`config.mk`:
```
export PLATFORM = sky130hd
export DESIGN_NAME = periph_bus_master
export DESIGN_NICKNAME = d
export VERILOG_FILES = /design/src/rtl/periph_bus_master.sv
export SDC_FILE = /design/constraint.sdc
export NUM_CORES = 1
export LEC_CHECK = 0
export BUFFER_PORTS_ARGS = -buffer_cell sky130_fd_sc_hd__buf_2
export CAP_MARGIN = 10
export CORE_AREA = 2 2 108 110
export CTS_BUF_LIST = sky130_fd_sc_hd__clkbuf_8
export DETAILED_ROUTE_END_ITERATION = 8
export DIE_AREA = 0 0 110 112
export HOLD_SLACK_MARGIN = 0.05
export RECOVER_POWER = 50
export SLEW_MARGIN = 20
export SYNTH_ARGS = -nofsm -noshare
export SYNTH_HDL_FRONTEND = slang
export SYNTH_SLANG_ARGS = --single-unit
```
`constraint.sdc`:
```
create_clock -name clk -period 2 [get_ports clk]
set_clock_uncertainty 0.15 [all_clocks]
set_input_delay 0.1 -clock clk [delete_from_list [all_inputs] [get_ports clk]]
set_output_delay 0.1 -clock clk [all_outputs]
set_load 0.1 [all_outputs]
```
`src/rtl/periph_bus_master.sv`:
```
// periph_bus_master: single-outstanding initiator for the peripheral register bus.
// It accepts one read/write command on a valid/ready port and issues one req/ack bus
// transaction for it. The result is returned on a valid/ready response port. Every
// output is registered.
// Optional feature macro: BUS_TIMEOUT_EN. When it is defined, a BUSY wait counter ends
// a transaction that is never acked and flags it with rsp_err_o. When it is not defined,
// BUSY waits for ack_i with no limit and rsp_err_o stays 0.

module periph_bus_master #(
    parameter int ADDR_W      = 32,
    parameter int DATA_W      = 32,
    parameter int TIMEOUT_CYC = 255
) (
    input  logic              clk,
    input  logic              rst,
    input  logic              cmd_valid_i,
    output logic              cmd_ready_o,
    input  logic              cmd_we_i,
    input  logic [ADDR_W-1:0] cmd_addr_i,
    input  logic [DATA_W-1:0] cmd_wdata_i,
    output logic              rsp_valid_o,
    input  logic              rsp_ready_i,
    output logic [DATA_W-1:0] rsp_rdata_o,
    output logic              rsp_err_o,
    output logic              req_o,
    output logic              we_o,
    output logic [ADDR_W-1:0] addr_o,
    output logic [DATA_W-1:0] data_o,
    input  logic [DATA_W-1:0] data_i,
    input  logic              ack_i
);

    typedef enum logic [1:0] {
        ST_IDLE = 2'd0,
        ST_BUSY = 2'd1,
        ST_RESP = 2'd2
    } state_t;

    state_t              state_r;
    state_t              state_s;

    logic                cmd_ready_s;
    logic                rsp_valid_s;
    logic [DATA_W-1:0]   rsp_rdata_s;
    logic                rsp_err_s;
    logic                req_s;
    logic                we_s;
    logic [ADDR_W-1:0]   addr_s;
    logic [DATA_W-1:0]   data_s;

    logic                accept_s;
    logic                rsp_done_s;
    logic                timeout_s;

    assign accept_s   = cmd_valid_i & cmd_ready_o & (state_r == ST_IDLE);
    assign rsp_done_s = rsp_valid_o & rsp_ready_i;

`ifdef BUS_TIMEOUT_EN
    localparam int CNT_W = $clog2(TIMEOUT_CYC + 1);

    logic [CNT_W-1:0] cnt_r;

    // Count BUSY cycles since the command was accepted, saturating at all-ones.
    always_ff @(posedge clk) begin
        if (!rst) begin
            cnt_r <= {CNT_W{1'b0}};
        end else if (accept_s) begin
            cnt_r <= {CNT_W{1'b0}};
        end else if ((state_r == ST_BUSY) && (cnt_r != {CNT_W{1'b1}})) begin
            cnt_r <= cnt_r + CNT_W'(1);
        end else begin
            cnt_r <= cnt_r;
        end
    end

    // The counter reads k-1 in the k-th BUSY cycle, so the give-up happens in cycle TIMEOUT_CYC.
    assign timeout_s = (state_r == ST_BUSY) && (cnt_r == CNT_W'(TIMEOUT_CYC - 1));
`else
    assign timeout_s = 1'b0;
`endif

    // State register: a synchronous active-low reset returns the FSM to IDLE.
    always_ff @(posedge clk) begin
        if (!rst) begin
            state_r <= ST_IDLE;
        end else begin
            state_r <= state_s;
        end
    end

    // Next-state logic: IDLE -> BUSY on accept, BUSY -> RESP on ack/timeout, RESP -> IDLE on handshake.
    always_comb begin
        state_s = state_r;
        case (state_r)
            ST_IDLE: begin
                if (accept_s) begin
                    state_s = ST_BUSY;
                end else begin
                    state_s = ST_IDLE;
                end
            end
            ST_BUSY: begin
                if (ack_i || timeout_s) begin
                    state_s = ST_RESP;
                end else begin
                    state_s = ST_BUSY;
                end
            end
            ST_RESP: begin
                if (rsp_done_s) begin
                    state_s = ST_IDLE;
                end else begin
                    state_s = ST_RESP;
                end
            end
            default: begin
                state_s = ST_IDLE;
            end
        endcase
    end

    // Output next-value logic: by default every output holds, and only the transitions listed here change it.
    always_comb begin
        cmd_ready_s = cmd_ready_o;
        rsp_valid_s = rsp_valid_o;
        rsp_rdata_s = rsp_rdata_o;
        rsp_err_s   = rsp_err_o;
        req_s       = req_o;
        we_s        = we_o;
        addr_s      = addr_o;
        data_s      = data_o;
        case (state_r)
            ST_IDLE: begin
                if (accept_s) begin
                    we_s        = cmd_we_i;
                    addr_s      = cmd_addr_i;
                    data_s      = cmd_wdata_i;
                    req_s       = 1'b1;
                    cmd_ready_s = 1'b0;
                end else begin
                    req_s       = 1'b0;
                    cmd_ready_s = 1'b1;
                end
            end
            ST_BUSY: begin
                if (ack_i) begin
                    // An ack wins over a timeout in the same cycle; data_i is only sampled here.
                    rsp_rdata_s = we_o ? {DATA_W{1'b0}} : data_i;
                    rsp_err_s   = 1'b0;
                    req_s       = 1'b0;
                    rsp_valid_s = 1'b1;
                end else if (timeout_s) begin
                    rsp_rdata_s = {DATA_W{1'b0}};
                    rsp_err_s   = 1'b1;
                    req_s       = 1'b0;
                    rsp_valid_s = 1'b1;
                end else begin
                    req_s       = 1'b1;
                end
            end
            ST_RESP: begin
                if (rsp_done_s) begin
                    rsp_valid_s = 1'b0;
                    cmd_ready_s = 1'b1;
                end else begin
                    rsp_valid_s = 1'b1;
                end
            end
            default: begin
                req_s       = 1'b0;
                rsp_valid_s = 1'b0;
                cmd_ready_s = 1'b0;
            end
        endcase
    end

    // Output registers: all outputs clear on reset, which also discards any transaction in flight.
    always_ff @(posedge clk) begin
        if (!rst) begin
            cmd_ready_o <= 1'b0;
            rsp_valid_o <= 1'b0;
            rsp_rdata_o <= {DATA_W{1'b0}};
            rsp_err_o   <= 1'b0;
            req_o       <= 1'b0;
            we_o        <= 1'b0;
            addr_o      <= {ADDR_W{1'b0}};
            data_o      <= {DATA_W{1'b0}};
        end else begin
            cmd_ready_o <= cmd_ready_s;
            rsp_valid_o <= rsp_valid_s;
            rsp_rdata_o <= rsp_rdata_s;
            rsp_err_o   <= rsp_err_s;
            req_o       <= req_s;
            we_o        <= we_s;
            addr_o      <= addr_s;
            data_o      <= data_s;
        end
    end

endmodule

```
==> metrics.yaml <==
floorplanning:
  dieArea_mm2: 0.0123
  die_h_um: 112
  chip_width_um: 110
  core_mm2: 0.0112
  initial_core_util_pct: 34.0
  io-pin-count: 203
  placementRows: 39
detailed_routing:
  route.final.wire_length_mm: 12.3
  route.detailed.vias_per_inst: 4.74
  firstDrtPassIters: 6
  drc: 0
  wl_per_cell_um: 13.6
  routed-via-count: 4261
  drt-initial-drc-count: 252
  postRouteAntennaNets: 0
clock_network:
  clk-insertion-delay-late_ps: 360
  cts_inserted_buffers: 9
  h-tree-depth: 3
  cts_tree: "done"
  clock_tree.root_cell: "clkbuf_8"
  worst_setup_hold_path_clk_slew_ps: 90
  post_cts.resized_instances: 0
  cts.path.max_buffers: 2
  clkSinkCount: 102
critical_path:
  crit_type: "register to register"
  critPathMaxFanout: 22
  crit-reg2reg-capture: "addr_o[18]"
  startpoint_type: "register"
  worst-r2r-cell-count: 6
  r2r_start: "state_r[0]"
  timing.critical_path.arrival_ps: 1900
  worst_reg2reg_setup_slack_ps: 170
  critPathRequiredTime_ps: 2070
  cp-end-kind: "register"
sta:
  post-route-min-period_ps: 1830
  setup_total_negative_slack_ps: 0
  final.period_utilization_pct: 91.5
  worst-slew-pin-transition_ps: 577
  fmaxAchievable_ghz: 0.546
  maxSlewViolCount: 0
  report.final.hold_viol_count: 0
  hold_slack_ps: 307
  timing.slew.headroom_pct: 61.7
  setup_viol: 0
  unrepaired_setup_endpoints_after_global_routing: "no"
layout:
  instances_no_fill: 899
  post_route_cells_drive_above_1_share_pct: 30.8
  finalNetCount: 860
  fillerInstances: 981
  flow.area_growth_from_synthesis_pct: 63.5
  multi_input_comb_area_mm2: 0.00157
  area.sequential_mm2: 0.00204
  num_antenna_cells: 0
  utilization_pct: 55.7
synth:
  yosysUniqueCellTypes: 22
  synth_top_family_by_area: "simple AND/OR/NAND/NOR gates"
  synth-compound-area-share_pct: 14.6
  post_synth_inst_count: 463
  synth.cell_area_mm2: 0.00380
  post_synth_mux_area_share_pct: 0
  post_synthesis_share_of_cell_area_spent_on_full_adders_half_adders_and_majority_gates_pct: 1.97
  yosys_warnings: 0
  synth.avg_cell_area_um2: 8.22
  synthesis.nets: 571
  synth-seq-cells: 102
  synth_simple_gate_area_share_pct: 24.6
  post_synth_xor_area_fraction_pct: 0
  synth-seq-area-share_pct: 53.7
placed_design:
  rd_place_congestion: 0.769
  number_of_port_buffers: 201
  place.detailed.hpwl_mm: 7.52
  place_inst: 783
flow_run:
  drv_cap: 0
power:
  power.ir.vdd_worst_mv: 0.433
  power.static_leakage_nw: 2.67
  power_mw: 5.41
  power.density_cell_area_mw_per_mm2: 870
worst_hold_path:
  min-delay-start: "rsp_rdata_o[2]"
  hold_end: "rsp_rdata_o[2]"
  worst_hold_path_type: "register to register"
  number_of_cells_on_the_worst_hold_path: 2
outcome:
  run_status: "finished, final reports clean"
grt:
  grt_pass1_vias: 4179
  total_routing_usage_reported_by_global_routing_pct: 19.8
  global_route_wire_length_before_repair_mm: 19.4
  grt_remaining_overflow: 0
  antenna_found_initial: 0
  maximum_number_of_pins_on_one_net_before_global_route_repair: 34
[cell usage after synthesis]
library cell,count,share of area [%]
nand2_1,164,16
dfxtp_1,102,54
a21oi_1,100,13
nand4b_1,32,7.4
clkbuf_1,25,2.5
buf_2,11,1.4
ha_1,6,2.0
inv_1,4,0.39
buf_4,3,0.59
nor2_1,3,0.30
nand3_1,2,0.26
a2111o_1,1,0.30
a21bo_4,1,0.43
a311oi_1,1,0.23
a31oi_1,1,0.16
and3_1,1,0.16
conb_1,1,0.099
inv_2,1,0.099
nand2b_1,1,0.16
nor2b_1,1,0.16
o21ai_0,1,0.13
o41ai_1,1,0.23
[layer usage]
layer / part of all wire, % / GRT usage (%) / up-vias
li1: - / - / 2111
met1: 40 / 22.9 / 1939
met2: 49 / 34.2 / 173
met3: 6.5 / 4.51 / 38
met4: 3.7 / 9.28 / 0
met5: 0 / 0 / -
[power breakdown]
group / internal (mW) / switching, mW
Clock: 0.673 / 0.671
Combinational: 0.461 / 1.37
Sequential: 2.16 / 0.0740
Total: 3.30 / 2.11
[cells by family after synthesis]
logic type | after synthesis
AND/OR/NAND/NOR | 204
AO/OA/AOI/OAI | 106
flip-flops | 102
buffers and inverters | 44
adder cells (fa/ha/maj) | 6
other | 1
[metrics by stage]
step           worst slack [ps]  cell area [um^2]
2_1_floorplan              13.5              3800
3_3_place_gp                223              5010
3_5_place_dp                164              5010
4_1_cts                     153              6230
5_1_grt                    35.5              6220
6_report                    170              6220
[timing repair]
item / in CTS / in global routing
setup buffers: 0 / 0
endpoints found under the hold margin: 102 / 0
hold buffers: 101 / 0
[cells in the final DEF (no fill, tap or decap), drive strengths merged, types with 3 or more instances in the layout]
master       synthesis  final
nor2                 3      3
dfxtp              102    102
buf                 14    116
nand2              164    164
inv                  5      5
dlygate4sd3          0    101
ha                   6      6
nand4b              32     32
a21oi              100    100
clkbuf              25    112
[worst max path at each step]
| stage | start | to | slack, ps |
|---|---|---|---|
| after floorplan | cmd_ready_o | addr_o[0] | 10 |
| after global placement | state_r[0] | addr_o[30] | 220 |
| after detailed placement | state_r[0] | addr_o[15] | 160 |
| after CTS | state_r[0] | addr_o[15] | 150 |
| after global routing | state_r[0] | addr_o[18] | 40 |
| final | state_r[0] | addr_o[18] | 170 |
[sequential cells by signal, summed over array words and instances (netlist names)]
| register | cells |
|---|---|
| addr_o | 32 |
| cmd_ready_o | 1 |
| data_o | 32 |
| req_o | 1 |
| rsp_rdata_o | 32 |
| rsp_valid_o | 1 |
| state_r | 2 |
| we_o | 1 |
[worst max-delay path, stage by stage, from the launching register on]
cell	delay, ps
dfxtp_1	340
inv_1	120
ha_1	210
nand3_2	390
buf_12	320
nand2_1	80
a21oi_1	70
[final cells by class]
| cell class | count | share of cell area [%] |
|---|---|---|
| clock inverter | 3 | 0.684 |
| timing repair buffer | 317 | 35.4 |
| multi-input combinational | 317 | 25.3 |
| tap | 143 | 2.88 |
| clock buffer | 12 | 2.66 |
| inverter | 5 | 0.302 |
| sequential | 102 | 32.8 |
Note: power is estimated with default switching activity, not from simulation.
